`config.mk`:
```
export PLATFORM = sky130hd
export DESIGN_NAME = ps2_key_rx
export DESIGN_NICKNAME = d
export VERILOG_FILES = /design/src/rtl/ps2_key_rx.sv
export SDC_FILE = /design/constraint.sdc
export NUM_CORES = 1
export LEC_CHECK = 0
export CORE_MARGIN = 10
export CORE_UTILIZATION = 30
export DETAILED_ROUTE_END_ITERATION = 10
export GPL_ROUTABILITY_DRIVEN = 1
export HOLD_SLACK_MARGIN = 0.08
export MAX_ROUTING_LAYER = met4
export PLACE_DENSITY = 0.46
export SYNTH_ARGS = -nofsm -noshare
export SYNTH_HDL_FRONTEND = slang
export SYNTH_SLANG_ARGS = --single-unit
```
`constraint.sdc`:
```
create_clock -name clk_sys -period 2.3 [get_ports clk_sys]
set_input_delay 0.345 -clock clk_sys [delete_from_list [all_inputs] [get_ports clk_sys]]
set_output_delay 0.345 -clock clk_sys [all_outputs]
set_load 0.03 [all_outputs]
```
`src/rtl/ps2_key_rx.sv`:
```
// PS/2 keyboard receiver: synchronizes and de-glitches the PS/2 clock,
// deserializes 11-bit frames, and folds E0/F0 prefixes into key events.
module ps2_key_rx #(
  parameter int FILTER  = 8,
  parameter int TIMEOUT = 60000
) (
  input  logic        clk_sys,
  input  logic        reset,
  input  logic        ps2_clk_i,
  input  logic        ps2_data_i,
  output logic [10:0] ps2_key,
  output logic        err_o
);

  localparam int FW = $clog2(FILTER + 1);
  localparam int TW = $clog2(TIMEOUT + 1);

  typedef enum logic [1:0] {
    S_IDLE,
    S_DATA,
    S_PARITY,
    S_STOP
  } state_t;

  state_t state, state_nxt;

  logic          clk_p0, clk_p1;
  logic          dat_p0, dat_p1;
  logic          fclk_p2;
  logic [FW-1:0] filt_cnt;
  logic          filt_flip;
  logic          vld_p2;
  logic          bit_p2;

  logic [7:0]    shift;
  logic [2:0]    bit_cnt;
  logic [TW-1:0] tmo_cnt;
  logic          tmo_hit;
  logic          par_ok;
  logic          ext_flag, brk_flag;

  logic          start_frm, shift_en, par_cap, byte_ok, frm_err;

  // Odd parity: data bits plus parity bit must hold an odd number of ones.
  function automatic logic odd_par_ok(input logic [7:0] d, input logic p);
    return ^{d, p};
  endfunction

  // Keyboard status/ack bytes that never describe a key.
  function automatic logic is_ignored(input logic [7:0] d);
    case (d)
      8'h00, 8'hAA, 8'hEE, 8'hFA, 8'hFE, 8'hFF, 8'hE1: return 1'b1;
      default:                                         return 1'b0;
    endcase
  endfunction

  // Stage p0/p1: two-flop synchronizers for both raw PS/2 lines.
  always_ff @(posedge clk_sys or posedge reset) begin
    if (reset) begin
      clk_p0 <= 1'b1;
      clk_p1 <= 1'b1;
      dat_p0 <= 1'b1;
      dat_p1 <= 1'b1;
    end else begin
      clk_p0 <= ps2_clk_i;
      clk_p1 <= clk_p0;
      dat_p0 <= ps2_data_i;
      dat_p1 <= dat_p0;
    end
  end

  // The filtered level flips on the FILTER-th consecutive differing sample.
  assign filt_flip = (clk_p1 != fclk_p2) && (filt_cnt == FW'(FILTER - 1));

  // Stage p2: glitch filter; a 1->0 flip of the filtered clock is the bit strobe.
  always_ff @(posedge clk_sys or posedge reset) begin
    if (reset) begin
      fclk_p2  <= 1'b1;
      filt_cnt <= '0;
      vld_p2   <= 1'b0;
    end else begin
      vld_p2 <= filt_flip & fclk_p2;
      if (filt_flip) begin
        fclk_p2  <= clk_p1;
        filt_cnt <= '0;
      end else if (clk_p1 != fclk_p2) begin
        filt_cnt <= filt_cnt + 1'b1;
      end else begin
        filt_cnt <= '0;
      end
    end
  end

  // Stage p2 data: the data line is captured on the same flip that makes the strobe.
  always_ff @(posedge clk_sys) begin
    if (filt_flip && fclk_p2) begin
      bit_p2 <= dat_p1;
    end
  end

  // Timeout fires when the gap since the last strobe reaches TIMEOUT inside a frame.
  assign tmo_hit = (state != S_IDLE) && (tmo_cnt == TW'(TIMEOUT - 1));

  // Frame state register.
  always_ff @(posedge clk_sys or posedge reset) begin
    if (reset) begin
      state <= S_IDLE;
    end else begin
      state <= state_nxt;
    end
  end

  // Frame sequencing; a timeout overrides any strobe landing in the same cycle.
  always_comb begin
    state_nxt = state;
    start_frm = 1'b0;
    shift_en  = 1'b0;
    par_cap   = 1'b0;
    byte_ok   = 1'b0;
    frm_err   = 1'b0;
    if (tmo_hit) begin
      state_nxt = S_IDLE;
      frm_err   = 1'b1;
    end else if (vld_p2) begin
      case (state)
        S_IDLE: begin
          if (!bit_p2) begin
            state_nxt = S_DATA;
            start_frm = 1'b1;
          end
        end
        S_DATA: begin
          shift_en = 1'b1;
          if (bit_cnt == 3'd7) begin
            state_nxt = S_PARITY;
          end
        end
        S_PARITY: begin
          par_cap   = 1'b1;
          state_nxt = S_STOP;
        end
        S_STOP: begin
          state_nxt = S_IDLE;
          if (bit_p2 && par_ok) begin
            byte_ok = 1'b1;
          end else begin
            frm_err = 1'b1;
          end
        end
        default: state_nxt = S_IDLE;
      endcase
    end
  end

  // Frame counters; parity verdict is held so both error kinds report at the stop bit.
  always_ff @(posedge clk_sys or posedge reset) begin
    if (reset) begin
      bit_cnt <= '0;
      tmo_cnt <= '0;
      par_ok  <= 1'b0;
    end else begin
      if (start_frm) begin
        bit_cnt <= '0;
      end else if (shift_en) begin
        bit_cnt <= bit_cnt + 1'b1;
      end
      if (state_nxt == S_IDLE) begin
        tmo_cnt <= '0;
      end else if (vld_p2) begin
        tmo_cnt <= TW'(1);
      end else begin
        tmo_cnt <= tmo_cnt + 1'b1;
      end
      if (par_cap) begin
        par_ok <= odd_par_ok(shift, bit_p2);
      end
    end
  end

  // Deserializer, LSB first.
  always_ff @(posedge clk_sys) begin
    if (shift_en) begin
      shift <= {bit_p2, shift[7:1]};
    end
  end

  // Stage p3: prefix flags, key event register and error pulse.
  always_ff @(posedge clk_sys or posedge reset) begin
    if (reset) begin
      ps2_key  <= '0;
      err_o    <= 1'b0;
      ext_flag <= 1'b0;
      brk_flag <= 1'b0;
    end else begin
      err_o <= frm_err;
      if (frm_err) begin
        ext_flag <= 1'b0;
        brk_flag <= 1'b0;
      end else if (byte_ok) begin
        if (shift == 8'hE0) begin
          ext_flag <= 1'b1;
        end else if (shift == 8'hF0) begin
          brk_flag <= 1'b1;
        end else begin
          ext_flag <= 1'b0;
          brk_flag <= 1'b0;
          if (!is_ignored(shift)) begin
            ps2_key <= {~ps2_key[10], ~brk_flag, ext_flag, shift};
          end
        end
      end
    end
  end

endmodule

```
==> impl_metrics.csv <==
group,metric,value,unit
setup_path,r2r_slack,0.21,ns
sta,setup_viol,0,
setup_path,r2r-end,"ps2_key[3]",
synthesis,synth_compound_area_share,2.044,%
sta,finalHoldViolCount,0,
setup_path,startpoint_type,"register",
cells_and_area,fin_util,35.35,%
clock_network,ctsHoldBuffers,0,
cells_and_area,fillCellCount,830,
sta,worstMarginPinSlew,0.5849,ns
synthesis,netlist_area,0.002510,mm²
sta,post-route-period-util,90.97,%
detailed_routing,detail-route-antenna-nets,0,
clock_network,cts_max_path_buffers,2,
global_route,grt_usage,7.530,%
setup_path,cp-end-kind,"register",
global_route,grt_max_degree,47,
worst_hold_path,hp-start,"dat_p0",
clock_network,cts_setup_buffers,0,
worst_hold_path,holdCritPathClass,"register to register",
cells_and_area,regArea,0.001428,mm²
detailed_routing,remaining_drc_errors,0,
setup_path,max_stage_delay,0.63,ns
detailed_routing,first_pass_iters,4,
synthesis,yosysUniqueCellTypes,41,
clock_network,clock_sinks,55,
detailed_routing,wl_per_cell,12.67,µm
synthesis,synth_cells,211,
pwr,leakage,0.001254,µW
flow_run,max_cap_viol_count,0,
sta,holdWs,0.3608,ns
clock_network,numCtsBuffers,5,
setup_path,reg2reg_depth,5,
die,die-area,0.01242,mm²
synthesis,syn_avg_cell_area,11.90,µm²
clock_network,clk_latency,0.31,ns
detailed_routing,num_vias,1505,
clock_network,root_buffer,"clkbuf_8",
cells_and_area,diodes,0,
pwr,p_per_area,578.1,mW/mm²
placed_design,pre_cts_ws,0.2470,ns
synthesis,synth_top_area_cell,"dfrtp_1",
synthesis,synth.ff_latch_count,55,
global_route,overflow,0,
setup_path,slowest_stage,"or4b_4",
setup_path,worst-path-buf-inv,0,
sta,slew_headroom,61.01,%
sta,maxSlewViolCount,0,
placed_design,portBuffers,15,
setup_path,cpLargestDelayFamily,"simple AND/OR/NAND/NOR gates",
die,fp.dieW,111.5,µm
synthesis,synth_area_leaders,"dfrtp_1, edfxtp_1, xnor2_1",
setup_path,r2r_start,"shift[6]",
cells_and_area,multi_input_area,0.001021,mm²
global_route,grt_pass1_vias,1575,
synthesis,yosys.area_share.adder,1.994,%
die,core,0.008175,mm²
synthesis,synth_xor_area_share,9.422,%
sta,fin_ws,0.2077,ns
detailed_routing,drt-initial-drc-count,62,
cells_and_area,synthToLayoutAreaGrowth,15.15,%
sta,skew,0.008263,ns
placed_design,dp_hpwl,3029,µm
setup_path,cp.depth,5,
sta,rsz0062_at_grt,"no",
die,initial_core_util,30.70,%
clock_network,path_clk_slew,0.10,ns
setup_path,crit_path_cell_trace,"and3_1 -> o21ai_0 -> nand4_1 -> or4b_4 -> mux2_4",
detailed_routing,via_per_inst,4.440,
setup_path,crit_required,2.50,ns
setup_path,crit_start,"shift[6]",
run_status,outcome,"finished, final reports clean",
synthesis,syn-num-nets,219,
global_route,grt_first_pass_wirelength,7576,µm
synthesis,synth_mux_area_share,7.727,%
cells_and_area,final_nets,241,
synthesis,ys_seq_area_share,56.88,%
sta,tns,0,ns
detailed_routing,routed_wl,4295,µm
sta,post-route-min-period,2.092,ns
synthesis,synth_top_area_share,40.88,%
global_route,antenna_found_initial,0,
die,io_pins,16,
setup_path,cp_max_fo,11,
cells_and_area,drive_above_1_share,14.96,%
pwr,ir_drop,0.2884,mV
die,row_count,33,
die,fp.dieH,111.5,µm
setup_path,endpoint,"ps2_key[3]",
synthesis,synth_top_family_by_area,"simple AND/OR/NAND/NOR gates",
placed_design,routabilityCongestion,0.7690,
synthesis,synth-simple-area-share,19.49,%
synthesis,ys_warn_count,0,
sta,max_freq,477.9,MHz
clock_network,htree_num_levels,2,
setup_path,crit_type,"register to register",
clock_network,post_cts_resized,0,
clock_network,tritoncts,"built",
setup_path,cp.arrival,2.29,ns
worst_hold_path,whs_path_depth,0,
stage by stage:
| step | area [µm²] | cells | power [µW] |
|---|---|---|---|
| finish | 2890 | 339 | 1671 |
| global route | 2890 | 339 | 1775 |
| CTS | 2890 | 339 | 1715 |
| detailed placement | 2798 | 331 | 1153 |
| global placement | 2798 | 331 | 1152 |
| floorplan | 2510 | 211 | 1127 |
placed cells by master (no fill, tap or decap), drive strengths merged, types with 2 or more instances in the layout:
cell / instances
a21oi: 4
and3: 3
and4: 3
buf: 6
clkbuf: 5
clkdlybuf4s50: 15
clkinv: 2
dfrtp: 41
dfstp: 5
edfxtp: 9
ha: 4
inv: 7
mux2: 11
mux2i: 4
nand2: 11
nand2b: 2
nand3: 6
nand4: 6
nor2: 31
nor2b: 3
nor3: 8
nor3b: 3
nor4: 5
o21ai: 3
xnor2: 17
xor2: 10
state kept, by name, summed over array words and instances (netlist names), 2 cells and up:
signal and cells:
shift 8, tmo_cnt 16, state 2, filt_cnt 4, ps2_key 11, bit_cnt 3
cell families after synthesis:
kind of cell / after synthesis
xor+xnor: 27
simple gates: 89
fa+ha+maj: 4
compound gates: 9
flops: 55
buf+inv: 12
mux: 15
power by group:
group | internal (µW) | switching, µW
clock network | 221 | 320
registers | 1030 | 23.4
logic | 37.8 | 42.6
synth_stat cells, drive strengths merged:
cell and n:
dfrtp 41, nor2 31, xnor2 17, mux2 11, nand2 11, xor2 10
edfxtp 9, nor3 8, inv 6, nand3 6, nand4 6, buf 5
dfstp 5, nor4 5, a21oi 4, ha 4, mux2i 4, and3 3
and4 3, nor2b 3, nor3b 3, o21ai 3, nand2b 2, a41oi 1
and2 1, and4b 1, and4bb 1, clkbuf 1, nand3b 1, nand4b 1
o211ai 1, or2 1, or3 1, or4b 1
worst reg2reg max path: stages (launching register included):
cell and delay, ns:
edfxtp_1 0.48, and3_1 0.24, o21ai_0 0.16, nand4_1 0.13, or4b_4 0.63, mux2_4 0.33
routing by layer:
layer	wire, µm	global-route usage (%)	vias up	share of wire, %
met5	0	-	-	0
met4	53	2.571	0	1.2
met3	166	2.630	4	3.9
met2	1982	11.65	19	46
met1	2093	8.929	711	49
li1	-	-	771	-
how the worst min path moves through the flow:
stage / endpoint / slack [ns]
after floorplan: clk_p1 / 0.35
after global placement: clk_p1 / 0.35
after detailed placement: dat_p1 / 0.35
after CTS: dat_p1 / 0.36
after global routing: clk_p1 / 0.38
final: dat_p1 / 0.36
area by class of cell:
class / instances / share of cell area, %
timing repair buffer: 21 / 6.753
multi-input combinational: 144 / 35.32
sequential: 55 / 49.39
tap: 105 / 4.545
clock buffer: 5 / 2.381
inverter: 6 / 0.7792
clock inverter: 3 / 0.8225
Power figures use the tool's default switching activity.
